===== config.mk =====
export PLATFORM = sky130hd
export DESIGN_NAME = uop_tribus_ctrl_flat
export DESIGN_NICKNAME = d
export VERILOG_FILES = /design/src/rtl/uop_tribus_ctrl_if.sv /design/src/rtl/uop_tribus_ctrl.sv /design/src/flat_wrapper.sv
export SDC_FILE = /design/constraint.sdc
export NUM_CORES = 1
export LEC_CHECK = 0
export CAP_MARGIN = 10
export CORE_UTILIZATION = 37
export DETAILED_ROUTE_END_ITERATION = 16
export GPL_TIMING_DRIVEN = 0
export PLACE_DENSITY = 0.71
export SYNTH_ARGS = -nofsm -noshare
export SYNTH_HDL_FRONTEND = slang
export SYNTH_SLANG_ARGS = --single-unit

===== constraint.sdc =====
create_clock -name clk -period 1.65 [get_ports clk]
set_input_delay 0.33 -clock clk [delete_from_list [all_inputs] [get_ports clk]]
set_output_delay 0.33 -clock clk [all_outputs]
set_load 0.02 [all_outputs]

===== src/rtl/uop_tribus_ctrl_if.sv =====
// Signal bundle between the tri-state bus controller and the bus drivers / consumer.
// master: controller side; slave: drivers and consumer side.
interface uop_tribus_ctrl_if #(
  parameter int N = 4,
  parameter int W = 8
);
  localparam int IDX_W = (N > 1) ? $clog2(N) : 1;

  logic [N-1:0]     req;
  logic             rdy;
  wire  [W-1:0]     bus;
  logic [N-1:0]     en;
  logic [W-1:0]     dout;
  logic             dvalid;
  logic [IDX_W-1:0] dsrc;

  modport master (
    input  req, rdy, bus,
    output en, dout, dvalid, dsrc
  );

  modport slave (
    output req, rdy, bus,
    input  en, dout, dvalid, dsrc
  );
endinterface


===== src/rtl/uop_tribus_ctrl.sv =====
// Round-robin controller/reader for a shared tri-state bus with turnaround gaps.
// Define UOP_TRIBUS_BURST_EN to allow up to MBURST consecutive beats per grant.
module uop_tribus_ctrl #(
  parameter int N      = 4,
  parameter int W      = 8,
  parameter int TURN   = 1,
  parameter int MBURST = 4
) (
  input  logic                  clk,
  input  logic                  n_reset,
  uop_tribus_ctrl_if.master     bif
);
  localparam int IDX_W  = (N > 1) ? $clog2(N) : 1;
  localparam int TCNT_W = (TURN > 1) ? $clog2(TURN) : 1;

  if (N < 2 || TURN < 1 || MBURST < 1) begin : g_param_err
    $error("uop_tribus_ctrl: requires N>=2, TURN>=1, MBURST>=1");
  end

  typedef enum logic [1:0] {S_IDLE, S_DRIVE, S_TURN} state_t;

  state_t            state_q,  state_d;
  logic [IDX_W-1:0]  ptr_q,    ptr_d;
  logic [N-1:0]      en_q,     en_d;
  logic [W-1:0]      dout_q,   dout_d;
  logic              dvalid_q, dvalid_d;
  logic [IDX_W-1:0]  dsrc_q,   dsrc_d;
  logic [TCNT_W-1:0] tcnt_q,   tcnt_d;
`ifdef UOP_TRIBUS_BURST_EN
  localparam int BCNT_W = $clog2(MBURST + 1);
  logic [BCNT_W-1:0] beat_q,   beat_d;
`endif

  // First requester strictly after p, wrapping modulo N.
  function automatic logic [IDX_W-1:0] rr_pick(input logic [N-1:0] r,
                                               input logic [IDX_W-1:0] p);
    logic [IDX_W-1:0] pick;
    logic [IDX_W-1:0] idx;
    pick = p;
    for (int k = N; k >= 1; k--) begin
      idx = IDX_W'((int'(p) + k) % N);
      if (r[idx]) pick = idx;
    end
    return pick;
  endfunction

  function automatic logic [N-1:0] onehot(input logic [IDX_W-1:0] i);
    logic [N-1:0] v;
    v    = '0;
    v[i] = 1'b1;
    return v;
  endfunction

  always_comb begin
    state_d  = state_q;
    ptr_d    = ptr_q;
    en_d     = en_q;
    dout_d   = dout_q;
    dvalid_d = 1'b0;
    dsrc_d   = dsrc_q;
    tcnt_d   = tcnt_q;
`ifdef UOP_TRIBUS_BURST_EN
    beat_d   = beat_q;
`endif
    case (state_q)
      S_IDLE: begin
        en_d = '0;
        if ((|bif.req) && bif.rdy) begin
          // ptr_q doubles as the selected driver for the whole grant.
          ptr_d   = rr_pick(bif.req, ptr_q);
          en_d    = onehot(ptr_d);
          state_d = S_DRIVE;
`ifdef UOP_TRIBUS_BURST_EN
          beat_d  = '0;
`endif
        end
      end
      S_DRIVE: begin
        if (bif.req[ptr_q] && bif.rdy) begin
          dout_d   = bif.bus;
          dsrc_d   = ptr_q;
          dvalid_d = 1'b1;
`ifdef UOP_TRIBUS_BURST_EN
          beat_d   = beat_q + 1'b1;
          if (int'(beat_q) + 1 >= MBURST) begin
            en_d    = '0;
            tcnt_d  = TCNT_W'(TURN - 1);
            state_d = S_TURN;
          end
`else
          en_d    = '0;
          tcnt_d  = TCNT_W'(TURN - 1);
          state_d = S_TURN;
`endif
        end else begin
          // Requester withdrew or consumer stalled: end of transfer.
          en_d    = '0;
          tcnt_d  = TCNT_W'(TURN - 1);
          state_d = S_TURN;
        end
      end
      S_TURN: begin
        en_d = '0;
        if (tcnt_q == '0) state_d = S_IDLE;
        else              tcnt_d  = tcnt_q - 1'b1;
      end
      default: begin
        en_d    = '0;
        state_d = S_IDLE;
      end
    endcase
  end

  always_ff @(posedge clk or negedge n_reset) begin
    if (!n_reset) begin
      state_q  <= S_IDLE;
      ptr_q    <= IDX_W'(N - 1);
      en_q     <= '0;
      dout_q   <= '0;
      dvalid_q <= 1'b0;
      dsrc_q   <= '0;
      tcnt_q   <= '0;
`ifdef UOP_TRIBUS_BURST_EN
      beat_q   <= '0;
`endif
    end else begin
      state_q  <= state_d;
      ptr_q    <= ptr_d;
      en_q     <= en_d;
      dout_q   <= dout_d;
      dvalid_q <= dvalid_d;
      dsrc_q   <= dsrc_d;
      tcnt_q   <= tcnt_d;
`ifdef UOP_TRIBUS_BURST_EN
      beat_q   <= beat_d;
`endif
    end
  end

  assign bif.en     = en_q;
  assign bif.dout   = dout_q;
  assign bif.dvalid = dvalid_q;
  assign bif.dsrc   = dsrc_q;
endmodule

===== src/flat_wrapper.sv =====
// flat-port wrapper written by rule: the top's interface ports become plain ports
module uop_tribus_ctrl_flat 
#(
  parameter int N      = 4,
  parameter int W      = 8,
  parameter int TURN   = 1,
  parameter int MBURST = 4
)
  (clk, n_reset, bif_req, bif_rdy, bif_bus, bif_en, bif_dout, bif_dvalid, bif_dsrc);
  uop_tribus_ctrl_if #(.N(N), .W(W)) bif_i ();
  input  logic clk;
  input  logic n_reset;
  input wire logic [$bits(bif_i.req)-1:0] bif_req;
  input wire logic [$bits(bif_i.rdy)-1:0] bif_rdy;
  input wire logic [$bits(bif_i.bus)-1:0] bif_bus;
  output wire logic [$bits(bif_i.en)-1:0] bif_en;
  output wire logic [$bits(bif_i.dout)-1:0] bif_dout;
  output wire logic [$bits(bif_i.dvalid)-1:0] bif_dvalid;
  output wire logic [$bits(bif_i.dsrc)-1:0] bif_dsrc;
  assign bif_i.req = bif_req;
  assign bif_i.rdy = bif_rdy;
  assign bif_i.bus = bif_bus;
  assign bif_en = bif_i.en;
  assign bif_dout = bif_i.dout;
  assign bif_dvalid = bif_i.dvalid;
  assign bif_dsrc = bif_i.dsrc;
  uop_tribus_ctrl #(.N(N), .W(W), .TURN(TURN), .MBURST(MBURST)) u_core (.clk(clk), .n_reset(n_reset), .bif(bif_i));
endmodule

# Word level (Yosys, flattened, before mapping)
# Index checks and enable logic that the tools add are counted.
[word_totals]
out_inout_bits = 15
input_bits = 15
regBits = 20
[op_classes]
reduce_logical = 9
n_addsub = 5
n_eq_ne = 4
order_cmp = 7
n_mux = 27
[ops]
columns = ["cell", "count"]
rows = [
  ["less-than comparator 2 x 3 -> 1 bit (second input constant)", 6],
  ["two-way mux 2 bit", 8],
  ["binary-select mux 1 bit (select 2 bit)", 5],
  ["two-way mux 1 bit", 9],
  ["two-way mux 4 bit", 2],
  ["case mux 2 bit (3 select lines)", 1],
  ["AND reduction 2 bit", 3],
  ["adder 2 x 1 -> 2 bit (second input constant)", 2],
  ["adder 2 bit (second input constant)", 2],
  ["OR reduction 4 bit", 1],
  ["logical AND 1 bit", 3],
  ["demux 1 bit (select 2 bit)", 1],
  ["== test 2 x 1 -> 1 bit (second input constant)", 1],
  ["== test 2 bit (second input constant)", 1],
  [">= comparator 2 x 1 -> 1 bit (second input constant)", 1],
  ["zero test 2 bit", 1],
  ["!= test 2 x 1 -> 1 bit (second input constant)", 1],
  ["!= test 2 bit (second input constant)", 1],
  ["case mux 1 bit (2 select lines)", 1],
  ["nonzero test 2 bit", 1],
  ["subtractor 1 bit (second input constant)", 1],
]

# Longest topological paths before layout
[depth]
word_depth = 15
ltp_mapped = 5
depth_no_buf = 4

# Worst setup path after synthesis
# Ideal clock, no wire load.
[synth_path]
path_kind = "register -> register"
startpoint = "reg u_core.ptr_q[0]"
endpoint = "reg u_core.dout_q[0] (netlist: u_core.bif.dout[0])"
stages_incl_launch_ff = 6
t_arrival_ns = 1.514
required_time_ns = 1.525
setup_slack_ns = 0.011
cell_sequence = "dfstp_2 buf_6 mux2i_1 nor3_2 a21oi_4 mux2_2"
[synth_via]
elab_chain_cells = 4
[synth_rtl]
columns = ["element", "line", "source"]
rows = [
  ["from (decl)", "uop_tribus_ctrl.sv:23", "logic [IDX_W-1:0] ptr_q, ptr_d;"],
  ["from (signal assigned)", "uop_tribus_ctrl.sv:117", "ptr_q <= IDX_W'(N - 1);"],
  ["from (signal assigned)", "uop_tribus_ctrl.sv:128", "ptr_q <= ptr_d;"],
  ["binary-select mux 1 bit (select 2 bit)", "uop_tribus_ctrl.sv:79", "if (bif.req[ptr_q] && bif.rdy) begin"],
  ["two-way mux 1 bit (not written as such)", "uop_tribus_ctrl.sv:79", ""],
  ["logical AND 1 bit", "uop_tribus_ctrl.sv:79", ""],
  ["AND reduction 2 bit (no source line)", "--", ""],
  ["to (signal assigned)", "uop_tribus_ctrl.sv:130", "dout_q <= dout_d;"],
  ["to (decl)", "uop_tribus_ctrl.sv:25", "logic [W-1:0] dout_q, dout_d;"],
]
# No other way between the ends. The select of a mux whose other input is x is not followed.
# A chain may end at the register's enable or synchronous reset.

# Worst setup path after layout
[layout_path]
startpoint = "reg u_core.ptr_q[0]"
endpoint = "reg u_core.dout_q[3] (netlist: u_core.bif.dout[3])"
# The elaborated chain is that of the path after synthesis.

==> results.txt <==
* Result of the run: finished with violations
- The checks that failed: setup timing.
* Worst Hold Endpoint: u_core.state_q[1]
* Aggregate global-route resource usage: 0.148
- Along the worst hold path, the cell count comes to 1.
* Critical Path RT: 1.84 ns
* Filler-free cell count of the finished design: 127
- Share of layout cells above drive strength 1: 0.240
* Post-synth EDFFs: 0
- Count of pins on the block boundary: 30
- Dividing total power by cell area gives a power density of 1560 mW/mm^2.
- Maximum number of pins on one net before global-route repair: 20
* Tot Pwr: 1.91 mW
- # DRC: 0
- Die width: 49.2 microns
- Clk pin slew, worst setup/hold paths: 0.11 ns
- Compared with the post-synthesis result, the final layout area differs by 48.3%.
- The library cell used most frequently in the layout, excluding fill and tap cells, is sky130_fd_sc_hd__clkdlybuf4s50_1.
- Synthesis instantiated 24 different standard cells from the library.
* Final weighted congestion in routability-driven placement: 0.702
- Counting cells, the worst reg-to-reg path comes to 6.
- The kind of cell with the highest combined delay along the critical path is multiplexers.
* Fill cell count: 171
- The root buffer cell chosen for the clock tree is sky130_fd_sc_hd__clkbuf_4.
- Max transition margin: 0.454
- TritonCTS built the clock tree.
- Terminus of the critical flop-to-flop path: u_core.bif.dout[3]
- Based on the critical path, the design can be clocked at up to 582 MHz.
- The share of total power dissipated in the clock network is 0.122.
* Net count of the finished layout: 116
- Before CTS, the worst setup slack after placement is -0.276 ns.
* Switching share of power: 0.348
* Most used flip-flop cell after synthesis: sky130_fd_sc_hd__dfrtp_1
* Violation count after the first detailed-routing iteration: 6
- Max stage delay on crit path: around 0.54 ns
* Max Transition Viols Final: 0
- The via count of the first global-routing pass was 596.
- Largest vdd supply drop: between 0.8 and 0.9 mV
- From bottom edge to top edge, the die measures between 40 and 50 microns.
- The number of antenna diodes in the final layout is 0.
- Fraction of the cycle the final worst path needs: 1.04
- Core Rows: 16
* Placeable core region: 0.00202 sq mm
- The min-delay analysis places its worst path in the category flop to flop.
- Critical path fanouts, max: 10
- Total iterations of the first detailed-routing run: 4
- Setup violations remaining at the end of the flow were counted as 9.
* Clk_lat worst skew: 0.29 ns
- Of the total power, combinational logic draws 0.505.
- Worst setup path class: flop to flop
- Tracing the worst setup path back leads to its startpoint at u_core.ptr_q[0].
- Internal power: 1.24 mW
- Final core occ: 0.606
- After detailed placement, the design holds a cell count of 121.
- The initial utilization of the core area, before any placement, comes to 0.408.
- The clock arrives with 0.00577 ns of skew.
- After detailed routing, the average wire length per cell comes to 12.2 microns.
- The final route contains 625 vias.
* Flop and latch count out of synthesis: 19
- Kind of end point of the critical path: flop
* RSZ-0062 raised after global routing: true
- The die covers 0.00242 sq mm.
- First-pass GRT wire length: between 2 and 3 mm
* Ys Warns: 0
- Placed wire-length estimate after detailed placement: 1.15 mm
* Quantity of I/O buffers inserted on ports: 29
- Routed via count divided by cell count: 4.92
- Of the total power, registers draw 0.373.
- Counting the buffers created by CTS gives 3.
- Together, buffers and inverters on the worst path number 2.
- Cell Area, Synth: ~830 sq um
- In this run the static leakage power is 0.540 nW.
- Worst Path Arrival: ~1.9 ns
- The largest individual stage delay along the critical path comes from the cell sky130_fd_sc_hd__dfstp_2.
- Worst-case register-to-register setup slack: -0.07 ns
- The tool flagged a number of max-cap violations equal to 0.
* Total Routed Length: 1.55 mm
- H-tree levels: 1
* Post-Synthesis Cells: 65
- The number of hold buffers added after CTS was 0.
* Reg2Reg Launch Point: u_core.ptr_q[0]
- Minimum period implied by the final worst setup slack: 1.72 ns
* Post-synth net total: 80
- Once detail routing completed, the nets flagged for antenna violations numbered 0.
- HP Start: u_core.state_q[1]
* Maximum buffer depth of the clock tree: 2
* Proportion of synthesized flip-flops having asynchronous set or reset: 1.00
- The initial antenna violation count was 0.
- PnR worst setup slack: -0.0673 ns
* Net switching power figure: 665 uW
- Most frequent cells in the layout: sky130_fd_sc_hd__clkdlybuf4s50_1, sky130_fd_sc_hd__dfrtp_1, sky130_fd_sc_hd__mux2_2
- Of the synthesized area, sequential elements account for 0.579.
* GRT overflow: 0
- Sink count of the clock tree: 19
- Critical-path cell list: buf_6, mux2i_4, nor3_2, a21oi_4, buf_12, mux2_2
- For the pin with the worst max-slew slack, the measured transition is 0.816 ns.
- Averaged over all synthesized cells, the footprint is approximately 13 sq um.
* Startpoint type of the worst setup path: flop
* Number of hold-slack violations in the final timing report: 0
sequential cells by signal (all words and copies together) (netlist names):
name,count
u_core.bif.dout,8
u_core.bif.dsrc,2
u_core.bif.dvalid,1
u_core.bif.en,4
u_core.ptr_q,2
u_core.state_q,2
worst max-delay path by stage:
stage                               to  slack [ns]  cells past startpoint
finish              u_core.bif.dout[3]       -0.07                      6
global route        u_core.bif.dout[5]       -0.13                      6
CTS                 u_core.bif.dout[3]       -0.07                      6
detailed placement  u_core.bif.dout[3]       -0.28                      5
global placement    u_core.bif.dout[0]       -0.26                      5
floorplan           u_core.bif.dout[0]        0.01                      5
routing by layer:
layer,track usage,wire length (microns),vias to the layer above
met4,0.0735,18,0
met1,0.190,667,308
met5,0,0,-
li1,-,-,305
met2,0.233,816,10
met3,0.0343,49,2
logic make-up after synthesis:
kind of cell | count (synthesis) | synth area share
simple gates | 14 | 0.0970
compound gates | 14 | 0.126
buf+inv | 6 | 0.0379
mux | 12 | 0.161
flops | 19 | 0.579
synth_stat cells (3+ instances only):
cell type	n	area share
sky130_fd_sc_hd__o21ai_0	4	0.024
sky130_fd_sc_hd__inv_1	4	0.018
sky130_fd_sc_hd__dfrtp_1	17	0.52
sky130_fd_sc_hd__nor2_1	3	0.014
sky130_fd_sc_hd__mux2_2	10	0.14
power by group through the flow:
stage               Combinational (mW)  Sequential [mW]  Clock [mW]
floorplan                        0.380            0.894           0
global placement                 0.918            0.720           0
detailed placement               0.932            0.727           0
CTS                              0.958            0.715       0.248
global route                      1.04            0.733       0.265
finish                           0.964            0.712       0.234
repair_timing:
item / in CTS / in global routing
pin swaps: 0 / 1
gates resized for setup: 1 / 4
buffers inserted: 1 / 1
endpoints found under the setup margin: 9 / 12
metrics by stage:
step	instance area, sq um	hold slack [ns]	TNS, ns
floorplan	826	0.0344	0
global placement	1150	0.431	-2.42
detailed placement	1150	0.457	-2.60
CTS	1200	0.472	-0.519
global route	1220	0.498	-1.10
finish	1220	0.465	-0.574
layout make-up:
| cell class | count | area, sq um | share of cell area |
|---|---|---|---|
| sequential | 19 | 478 | 0.390 |
| inverter | 4 | 15.0 | 0.0123 |
| multi-input combinational | 40 | 329 | 0.269 |
| clock buffer | 3 | 22.5 | 0.0184 |
| clock inverter | 1 | 5.00 | 0.00409 |
| timing repair buffer | 31 | 325 | 0.266 |
| buffer | 2 | 16.3 | 0.0133 |
| tap | 27 | 33.8 | 0.0276 |
No activity file was read; power rests on OpenSTA's default activity.
